==> src/rtl/mem_port_arbiter.sv <==
// Arbitrates one SRAM-like memory port between instruction fetch and the MEM-stage data requester.
// Optional performance counters are enabled by defining ARB_PERF_CNT_EN.
module mem_port_arbiter #(
  parameter int unsigned STARVE_MAX = 4
) (
  input  logic        clk,
  input  logic        reset,
  input  logic        excp_flush,
  input  logic        inst_en,
  input  logic [31:0] inst_addr,
  output logic [31:0] inst_rdata,
  output logic        inst_rdata_valid,
  input  logic        data_en,
  input  logic        data_we,
  input  logic [31:0] data_addr,
  input  logic [3:0]  data_wmask,
  input  logic [31:0] data_wdata,
  output logic [31:0] data_rdata,
  output logic        data_rdata_valid,
  output logic        data_write_finish,
  output logic        mem_en,
  output logic        mem_we,
  output logic [31:0] mem_addr,
  output logic [3:0]  mem_wmask,
  output logic [31:0] mem_wdata,
  input  logic [31:0] mem_rdata,
  input  logic        mem_rdata_valid,
  input  logic        mem_write_finish,
`ifdef ARB_PERF_CNT_EN
  output logic [31:0] perf_inst_grant,
  output logic [31:0] perf_data_grant,
  output logic [31:0] perf_wait,
`endif
  output logic        busy
);

  typedef enum logic [1:0] {IDLE = 2'd0, INST = 2'd1, DATA = 2'd2} state_t;

  localparam logic [3:0] STARVE_LIM = 4'(STARVE_MAX);

  state_t      state_r;
  logic        req_we_r;
  logic [31:0] req_addr_r;
  logic [3:0]  req_wmask_r;
  logic [31:0] req_wdata_r;
  logic        drop_r;
  logic [3:0]  starve_cnt_r;

  logic grant_inst_s;
  logic grant_data_s;
  logic complete_s;
  logic resp_ok_s;

  // Grant decision: data has priority unless fetch has lost STARVE_MAX times in a row.
  always_comb begin
    grant_inst_s = 1'b0;
    grant_data_s = 1'b0;
    if (state_r == IDLE && !excp_flush) begin
      if (inst_en && data_en) begin
        if (starve_cnt_r == STARVE_LIM) begin
          grant_inst_s = 1'b1;
        end else begin
          grant_data_s = 1'b1;
        end
      end else if (inst_en) begin
        grant_inst_s = 1'b1;
      end else if (data_en) begin
        grant_data_s = 1'b1;
      end else begin
        grant_inst_s = 1'b0;
      end
    end else begin
      grant_inst_s = 1'b0;
    end
  end

  // Completion uses only the strobe matching the latched direction.
  always_comb begin
    complete_s = 1'b0;
    case (state_r)
      INST:    complete_s = mem_rdata_valid;
      DATA:    complete_s = req_we_r ? mem_write_finish : mem_rdata_valid;
      default: complete_s = 1'b0;
    endcase
  end

  assign resp_ok_s = complete_s && !drop_r && !excp_flush;

  assign inst_rdata        = mem_rdata;
  assign data_rdata        = mem_rdata;
  assign inst_rdata_valid  = resp_ok_s && (state_r == INST);
  assign data_rdata_valid  = resp_ok_s && (state_r == DATA) && !req_we_r;
  assign data_write_finish = resp_ok_s && (state_r == DATA) && req_we_r;

  assign busy      = (state_r != IDLE);
  assign mem_en    = (state_r != IDLE);
  assign mem_we    = req_we_r;
  assign mem_addr  = req_addr_r;
  assign mem_wmask = req_wmask_r;
  assign mem_wdata = req_wdata_r;

  // Transaction FSM with request latch; a flushed transaction still finishes downstream.
  always_ff @(posedge clk) begin
    if (reset) begin
      state_r     <= IDLE;
      req_we_r    <= 1'b0;
      req_addr_r  <= 32'h0000_0000;
      req_wmask_r <= 4'b0000;
      req_wdata_r <= 32'h0000_0000;
      drop_r      <= 1'b0;
    end else begin
      case (state_r)
        IDLE: begin
          drop_r <= 1'b0;
          if (grant_inst_s) begin
            state_r     <= INST;
            req_we_r    <= 1'b0;
            req_addr_r  <= inst_addr;
            req_wmask_r <= 4'b0000;
            req_wdata_r <= 32'h0000_0000;
          end else if (grant_data_s) begin
            state_r     <= DATA;
            req_we_r    <= data_we;
            req_addr_r  <= data_addr;
            req_wmask_r <= data_wmask;
            req_wdata_r <= data_wdata;
          end else begin
            state_r <= IDLE;
          end
        end
        INST, DATA: begin
          if (complete_s) begin
            state_r <= IDLE;
            drop_r  <= 1'b0;
          end else if (excp_flush) begin
            drop_r <= 1'b1;
          end else begin
            drop_r <= drop_r;
          end
        end
        default: begin
          state_r <= IDLE;
          drop_r  <= 1'b0;
        end
      endcase
    end
  end

  // Starvation counter: consecutive lost arbitrations while fetch keeps requesting.
  always_ff @(posedge clk) begin
    if (reset) begin
      starve_cnt_r <= 4'd0;
    end else if (!inst_en || grant_inst_s) begin
      starve_cnt_r <= 4'd0;
    end else if (grant_data_s && starve_cnt_r != STARVE_LIM) begin
      starve_cnt_r <= starve_cnt_r + 4'd1;
    end else begin
      starve_cnt_r <= starve_cnt_r;
    end
  end

`ifdef ARB_PERF_CNT_EN
  logic inst_wait_s;
  logic data_wait_s;

  assign inst_wait_s = inst_en && !grant_inst_s && (state_r != INST);
  assign data_wait_s = data_en && !grant_data_s && (state_r != DATA);

  // Free-running performance counters, wrapping modulo 2^32.
  always_ff @(posedge clk) begin
    if (reset) begin
      perf_inst_grant <= 32'd0;
      perf_data_grant <= 32'd0;
      perf_wait       <= 32'd0;
    end else begin
      perf_inst_grant <= perf_inst_grant + {31'd0, grant_inst_s};
      perf_data_grant <= perf_data_grant + {31'd0, grant_data_s};
      perf_wait       <= perf_wait + {31'd0, (inst_wait_s || data_wait_s)};
    end
  end
`endif

endmodule

==> config.mk <==
export PLATFORM = sky130hd
export DESIGN_NAME = mem_port_arbiter
export DESIGN_NICKNAME = d
export VERILOG_FILES = /design/src/rtl/mem_port_arbiter.sv
export SDC_FILE = /design/constraint.sdc
export NUM_CORES = 1
export LEC_CHECK = 0
export ABC_CLOCK_PERIOD_IN_PS = 2400
export BUFFER_PORTS_ARGS = -buffer_cell sky130_fd_sc_hd__buf_2
export CORE_AREA = 2 2 109 111
export DETAILED_ROUTE_END_ITERATION = 8
export DIE_AREA = 0 0 111 113
export MAX_ROUTING_LAYER = met4
export PLACE_DENSITY = 0.69
export SYNTH_ARGS = -nofsm -noshare
export SYNTH_HDL_FRONTEND = slang
export SYNTH_SLANG_ARGS = --single-unit
==> constraint.sdc <==
create_clock -name clk -period 2.4 [get_ports clk]
set_input_delay 0.24 -clock clk [delete_from_list [all_inputs] [get_ports clk]]
set_output_delay 0.24 -clock clk [all_outputs]
set_load 0.02 [all_outputs]
==> impl_results.rst, run 1 <==
.. list-table::
   :header-rows: 1

   * - Metric
     - Value
   * - Post-Synthesis Mean Instance Area
     - 8.65 um2
   * - Portion of the post-synthesis area used by sequential elements
     - 39.3%
   * - Number of unique standard cell types used by synthesis
     - 33
   * - DR DRC count
     - 0
   * - Number of design-rule violations left by the first detailed-router iteration
     - 166
   * - Hold buffer count at cts
     - 0
   * - Cells after synthesis
     - 448
   * - Number of maximum-capacitance constraint violations
     - 0
   * - Max H-tree Level
     - 3
   * - Grt total ovfl
     - 0
   * - Worst rel slew slack
     - 61.9%
   * - Chain of cells forming the critical path
     - inv_1 -> ha_1 -> nand3_1 -> nor3b_1 -> buf_2
   * - Highest-count cells in the layout ignoring fill and taps
     - buf_2, dfxtp_1, nor2_1, nand2_1, a21oi_1
   * - Delay of the slowest cell on the worst path
     - 0.36 ns
   * - Result of the run
     - completed
   * - Setup TNS
     - 0 ns
   * - Dpl cell area
     - 4350 um2
   * - Deepest clock path buffer count
     - 2
   * - Horiz. Die Dim
     - 111 um
   * - Fillers
     - 1131
   * - Post-Syn Area
     - 3870 um2
   * - Clock Pin Slew Worst Setup and Hold Paths
     - 0.06 ns
   * - Number of top-level design ports
     - 278
   * - Detailed-route vias per instance
     - 4.98
   * - Count of state elements after synthesis
     - 76
   * - Max Clock Freq
     - 533 MHz
   * - Detailed-placement wirelength estimate
     - 8.19 mm
   * - LEAKAGE
     - 2.20 nW
   * - Yosys Warn Count
     - 0
   * - Vias
     - 3480
   * - Power Density
     - 784 nW/um2
   * - Leading cell type in the layout, fill and taps excluded
     - buf_2
   * - Drt total wl
     - 11.1 mm
   * - Final Hold Fails
     - 0
   * - Die Height
     - 113 um
   * - TritonCTS clock tree
     - yes
   * - Layout Nets
     - 696
   * - Number of gates resized after CTS
     - 0
   * - Antenna Diode Count
     - 0
   * - Period Utilization, post-route
     - 78.2%
   * - Classification of the worst setup path
     - reg2out
   * - Remaining antenna violation count
     - 0
   * - Final weighted congestion in routability-driven placement
     - 0.825
   * - Area of the core region
     - 11300 um2
   * - Cts bufs inserted
     - 9
   * - Launching point of the worst reg2reg path
     - state_r[0]
   * - First-pass DRT Iterations
     - 4
   * - Port Buffers
     - 181
   * - Worst Tran Pin Value
     - 0.572 ns
   * - Multi-input combinational cell area
     - 1630 um2
   * - Die outline area
     - 12500 um2
   * - Layout cells sized above 1
     - 44.6%
   * - Critical path endpoint category
     - output port
   * - Unrepaired setup endpoints after global routing
     - false
   * - Worst min-delay path category
     - in2reg
   * - Layout Cell Area excl Fill
     - 4690 um2
   * - Post-layout utilization of the core
     - 41.6%
   * - Slew Viols, Final
     - 0
   * - P&R area growth vs syn
     - 21.1%
   * - Global-route wire length before repair
     - 17.2 mm
   * - Via count of the first global-routing pass
     - 3341
   * - Post-CTS repair timing setup buffer count
     - 0
   * - Critical Path AT
     - 1.64 ns
   * - Clk_lat worst skew
     - 0.33 ns
   * - CTS root buffer
     - clkbuf_16
   * - Worst Path Required
     - 2.16 ns
   * - Largest fanout on the critical path
     - 3
   * - Final setup vio count
     - 0
   * - Average wire length per cell after detail routing
     - 15.8 um
   * - Storage cell area
     - 1520 um2
   * - Cell type of the slowest stage on the worst timing path
     - dfxtp_1
   * - Row cnt
     - 39
   * - Worst IR Drop VDD
     - 0.000354 V
   * - Crit path launch
     - state_r[0]
   * - Combined global-route utilization of all metal layers
     - 17.4%
   * - Final worst path period need
     - 1.88 ns
   * - Post-Route Skew
     - 0.00950 ns
   * - Kind of start point of the critical path
     - flip-flop
   * - Hold_sp
     - data_addr[2]
   * - Largest net degree at the start of global routing
     - 39
   * - Sinks on the clock net
     - 76
   * - Effective utilization at floorplan
     - 34.4%
   * - Number of nets produced by synthesis
     - 593
   * - Initial antenna violation count
     - 0
==> worst paths after layout <==
check                           cells after the start  slack [ns]               end
worst max-delay path                                5        0.52  data_rdata_valid
worst min-delay path                                3        0.15       mem_addr[2]
worst max register to register                      7        0.53       mem_addr[5]
worst min register to register                      2        0.45     mem_wdata[19]
==> sequential cells by signal, indices dropped and copies added (netlist names) <==
name          flops
mem_addr         32
starve_cnt_r      4
mem_wdata        32
mem_we            1
state_r           2
mem_wmask         4
drop_r            1
==> cell type report <==
class                   count  share of cell area [%]
multi-input cells         266                    34.7
clock inverters             6                    2.40
well taps                 143                    3.81
inverters                   6                   0.480
flip-flops and latches     76                    32.4
clock buffers              10                    4.88
repair buffers            192                    21.3
==> critical path: cells and delay by family (launching register included) <==
family,cells,cell delay [ns]
DFF,1,0.36
and+or+nand+nor,2,0.33
adders and majority gates,1,0.33
buffers and inverters,2,0.29
==> per-stage QoR <==
| step | cells | total power [W] | hold slack (ns) | setup WS (ns) |
|---|---|---|---|---|
| finish | 699 | 0.00368 | 0.151 | 0.522 |
| global route | 699 | 0.00385 | 0.150 | 0.365 |
| CTS | 699 | 0.00373 | 0.136 | 0.504 |
| detailed placement | 683 | 0.00216 | 0.443 | 0.541 |
| global placement | 683 | 0.00214 | 0.439 | 0.658 |
| floorplan | 448 | 0.00207 | 0.381 | 0.749 |
==> Yosys cell counts, drive strengths merged <==
library cell / n / area share, %
and3b: 1 / 0.23
nor2b: 1 / 0.36
a32oi: 17 / 3.8
nor3: 1 / 0.13
o211ai: 1 / 0.19
xor2: 2 / 0.45
nor3b: 2 / 0.39
nand3b: 3 / 0.77
nand3: 26 / 3.4
a31oi: 2 / 0.71
a211oi: 32 / 9.9
or2: 1 / 0.16
buf: 91 / 17
xnor2: 1 / 0.23
a31o: 1 / 0.23
mux2i: 2 / 0.52
a21oi: 55 / 7.6
nand2b: 1 / 0.16
clkbuf: 9 / 0.87
inv: 6 / 0.58
ha: 5 / 1.6
dfxtp: 76 / 39
nor2: 55 / 5.3
nand4b: 1 / 0.23
and3: 1 / 0.16
nand2: 55 / 5.3
==> power breakdown <==
part	switching (W)	total, W	internal [W]
Clock	0.000535	0.00155	0.00102
Sequential	0.0000511	0.00141	0.00136
Combinational	0.000444	0.000715	0.000271
==> logic make-up after synthesis <==
| logic type | Yosys count | synth area share, % |
|---|---|---|
| AOI/OAI and AO/OA | 108 | 22.5 |
| muxes | 2 | 0.517 |
| adders and majority gates | 5 | 1.61 |
| DFF | 76 | 39.3 |
| buffers and inverters | 106 | 18.8 |
| and+or+nand+nor | 148 | 16.6 |
| xor gates and xnor gates | 3 | 0.678 |
==> metal layers <==
metal | track usage [%] | share of wire (%) | up-vias | wire length, um
met5 | - | 0 | - | 0
met4 | 4.58 | 1.1 | 0 | 119
met3 | 6.16 | 7.6 | 9 | 842
met2 | 30.8 | 53 | 165 | 5840
met1 | 18.6 | 39 | 1630 | 4260
li1 | - | - | 1676 | -
Note: power is estimated with default switching activity, not from simulation.
==> run 2, diff against run 1 <==
- ABC_CLOCK_PERIOD_IN_PS: 2400 -> 1920
- CORE_AREA: 2 2 109 111 -> 2 2 107 109
- DIE_AREA: 0 0 111 113 -> 0 0 109 111
- PLACE_DENSITY: 0.69 -> 0.71
- clock period: 2.4 -> 1.92 ns (I/O delays scaled with it)
==> impl_results.rst, run 2 (same netlist as run 1, synthesis figures left out) <==
.. list-table::
   :header-rows: 1

   * - Metric
     - Value
   * - Result of the run
     - completed
   * - Largest net degree at the start of global routing
     - 38
   * - Post-Route Skew
     - 0.00590 ns
   * - Vias
     - 3468
   * - Delay of the slowest cell on the worst path
     - 0.35 ns
   * - Met3 capacity usage during global routing
     - 4.82%
   * - Max Clock Freq
     - 570 MHz
   * - Clk_lat worst skew
     - 0.32 ns
   * - Number of cells on the worst hold path
     - 3
   * - Hold buffer count at cts
     - 0
   * - Largest fanout on the critical path
     - 3
   * - P&R area growth vs syn
     - 21.1%
   * - Detailed-placement wirelength estimate
     - 8.30 mm
   * - Port Buffers
     - 181
   * - DR DRC count
     - 0
   * - Worst Tran Pin Value
     - 0.390 ns
   * - Classification of the worst setup path
     - reg2out
   * - Layout cells sized above 1
     - 44.5%
   * - Final Total Pwr
     - 0.00422 W
   * - Critical Path AT
     - 1.56 ns
   * - Launching point of the worst reg2reg path
     - state_r[0]
   * - Dpl cell area
     - 4420 um2
   * - Clock Pin Slew Worst Setup and Hold Paths
     - 0.06 ns
   * - Number of design-rule violations left by the first detailed-router iteration
     - 173
   * - Area of the core region
     - 11100 um2
   * - Critical path endpoint category
     - output port
   * - Row cnt
     - 39
   * - Grt total ovfl
     - 0
   * - Reg2reg setup slack
     - 0.19 ns
   * - End of the worst register-to-register path
     - mem_addr[0]
   * - Worst rel slew slack
     - 74.0%
   * - Leading cell type in the layout, fill and taps excluded
     - buf_2
   * - Slack of the critical path
     - 0.164 ns
   * - Remaining antenna violation count
     - 0
   * - Worst Path Required
     - 1.73 ns
   * - Power Density
     - 899 nW/um2
   * - Final weighted congestion in routability-driven placement
     - 0.799
   * - Number of gates resized after CTS
     - 0
   * - Worst IR Drop VDD
     - 0.000409 V
   * - Cell type of the slowest stage on the worst timing path
     - dfxtp_1
   * - Deepest clock path buffer count
     - 2
   * - Die outline area
     - 12100 um2
   * - CTS root buffer
     - clkbuf_16
   * - Global-route wire length before repair
     - 16.6 mm
   * - Post-layout utilization of the core
     - 42.4%
   * - Period Utilization, post-route
     - 91.4%
   * - Worst min-delay path category
     - in2reg
   * - Unrepaired setup endpoints after global routing
     - false
   * - LEAKAGE
     - 2.20 nW
   * - Hold_sp
     - data_wdata[28]
   * - Fillers
     - 1107
   * - Kind of start point of the critical path
     - flip-flop
   * - Layout Nets
     - 697
   * - Antenna Diode Count
     - 0
   * - First-pass DRT Iterations
     - 4
   * - Hold Path End
     - mem_wdata[28]
   * - Met2 Resource Use GR
     - 32.5%
   * - Layout Cell Area excl Fill
     - 4690 um2
   * - TritonCTS clock tree
     - yes
   * - Post-CTS repair timing setup buffer count
     - 0
   * - Global Route met1 Usage
     - 18.5%
   * - Number of maximum-capacitance constraint violations
     - 0
   * - Initial antenna violation count
     - 0
   * - Highest-count cells in the layout ignoring fill and taps
     - buf_2, dfxtp_1, nor2_1, nand2_1, a21oi_1
   * - Max H-tree Level
     - 3
   * - Final Hold Fails
     - 0
   * - Number of top-level design ports
     - 278
   * - Cts bufs inserted
     - 9
   * - Most Used Layer, Global Route
     - met2
   * - Combined global-route utilization of all metal layers
     - 17.9%
   * - Sinks on the clock net
     - 76
   * - Via count of the first global-routing pass
     - 3380
   * - Count of cells along the worst register-to-register path
     - 7
   * - Chain of cells forming the critical path
     - inv_1 -> ha_1 -> nand3_1 -> nor3b_1 -> buf_2
   * - Average wire length per cell after detail routing
     - 15.7 um
   * - Horiz. Die Dim
     - 109 um
   * - Slew Viols, Final
     - 0
   * - Worst Setup Slack post-DPL
     - 0.213 ns
   * - Detailed-route vias per instance
     - 4.95
   * - Effective utilization at floorplan
     - 35.0%
   * - Setup TNS
     - 0 ns
   * - Final worst path period need
     - 1.76 ns
   * - Drt total wl
     - 11.0 mm
   * - Final setup vio count
     - 0
   * - Die Height
     - 111 um
==> run 2: changes by cell type in the layout (fill, tap and decap cells not counted), sizes merged <==
cell	previous run	this run
clkinvlp	0	2
bufinv	3	0
clkbuf	10	12
clkinv	3	2
buf	192	193
==> run 2: per-stage QoR <==
| stage | hold slack [ns] | cells |
|---|---|---|
| after detailed placement | 0.384 | 684 |
| after CTS | 0.0979 | 700 |
| after global routing | 0.113 | 700 |
| final | 0.113 | 700 |
| after global placement | 0.384 | 684 |
| after floorplan | 0.333 | 448 |
==> run 2: worst max path at each step <==
stage / from / end / slack, ns / cells after the start
6_report: state_r[0] / data_rdata_valid / 0.16 / 5
3_3_place_gp: state_r[0] / mem_addr[27] / 0.31 / 7
2_1_floorplan: state_r[0] / mem_addr[12] / 0.27 / 9
3_5_place_dp: state_r[0] / mem_addr[0] / 0.21 / 7
4_1_cts: state_r[0] / data_rdata_valid / 0.14 / 5
5_1_grt: state_r[0] / data_write_finish / 0.05 / 5
==> run 2: cell type report <==
cell class	count	area, um2	area share, %
Inverter	6	22.5	0.480
Clock inverter	4	25.0	0.533
Multi-Input combinational cell	266	1630	34.7
Timing Repair Buffer	193	1070	22.8
Sequential cell	76	1520	32.4
Tap cell	143	179	3.81
Clock buffer	12	246	5.25
==> run 2: critical path: cells and delay by family (launching register included) <==
kind | cells | cell delay, ns
flip-flops | 1 | 0.35
adder cells (fa/ha/maj) | 1 | 0.31
AND/OR/NAND/NOR | 2 | 0.31
buffers and inverters | 2 | 0.26
==> run 2: power breakdown <==
| part | leakage [nW] | switching, W | internal (W) |
|---|---|---|---|
| combinational | 1.44 | 0.000564 | 0.000362 |
| clock | 0.129 | 0.000624 | 0.000906 |
| sequential | 0.625 | 0.0000634 | 0.00170 |
==> run 2: metal layers <==
layer / vias up / wire [um]
met5: - / 0
met4: 0 / 92
met3: 7 / 789
met2: 166 / 5900
met1: 1617 / 4200
li1: 1678 / -
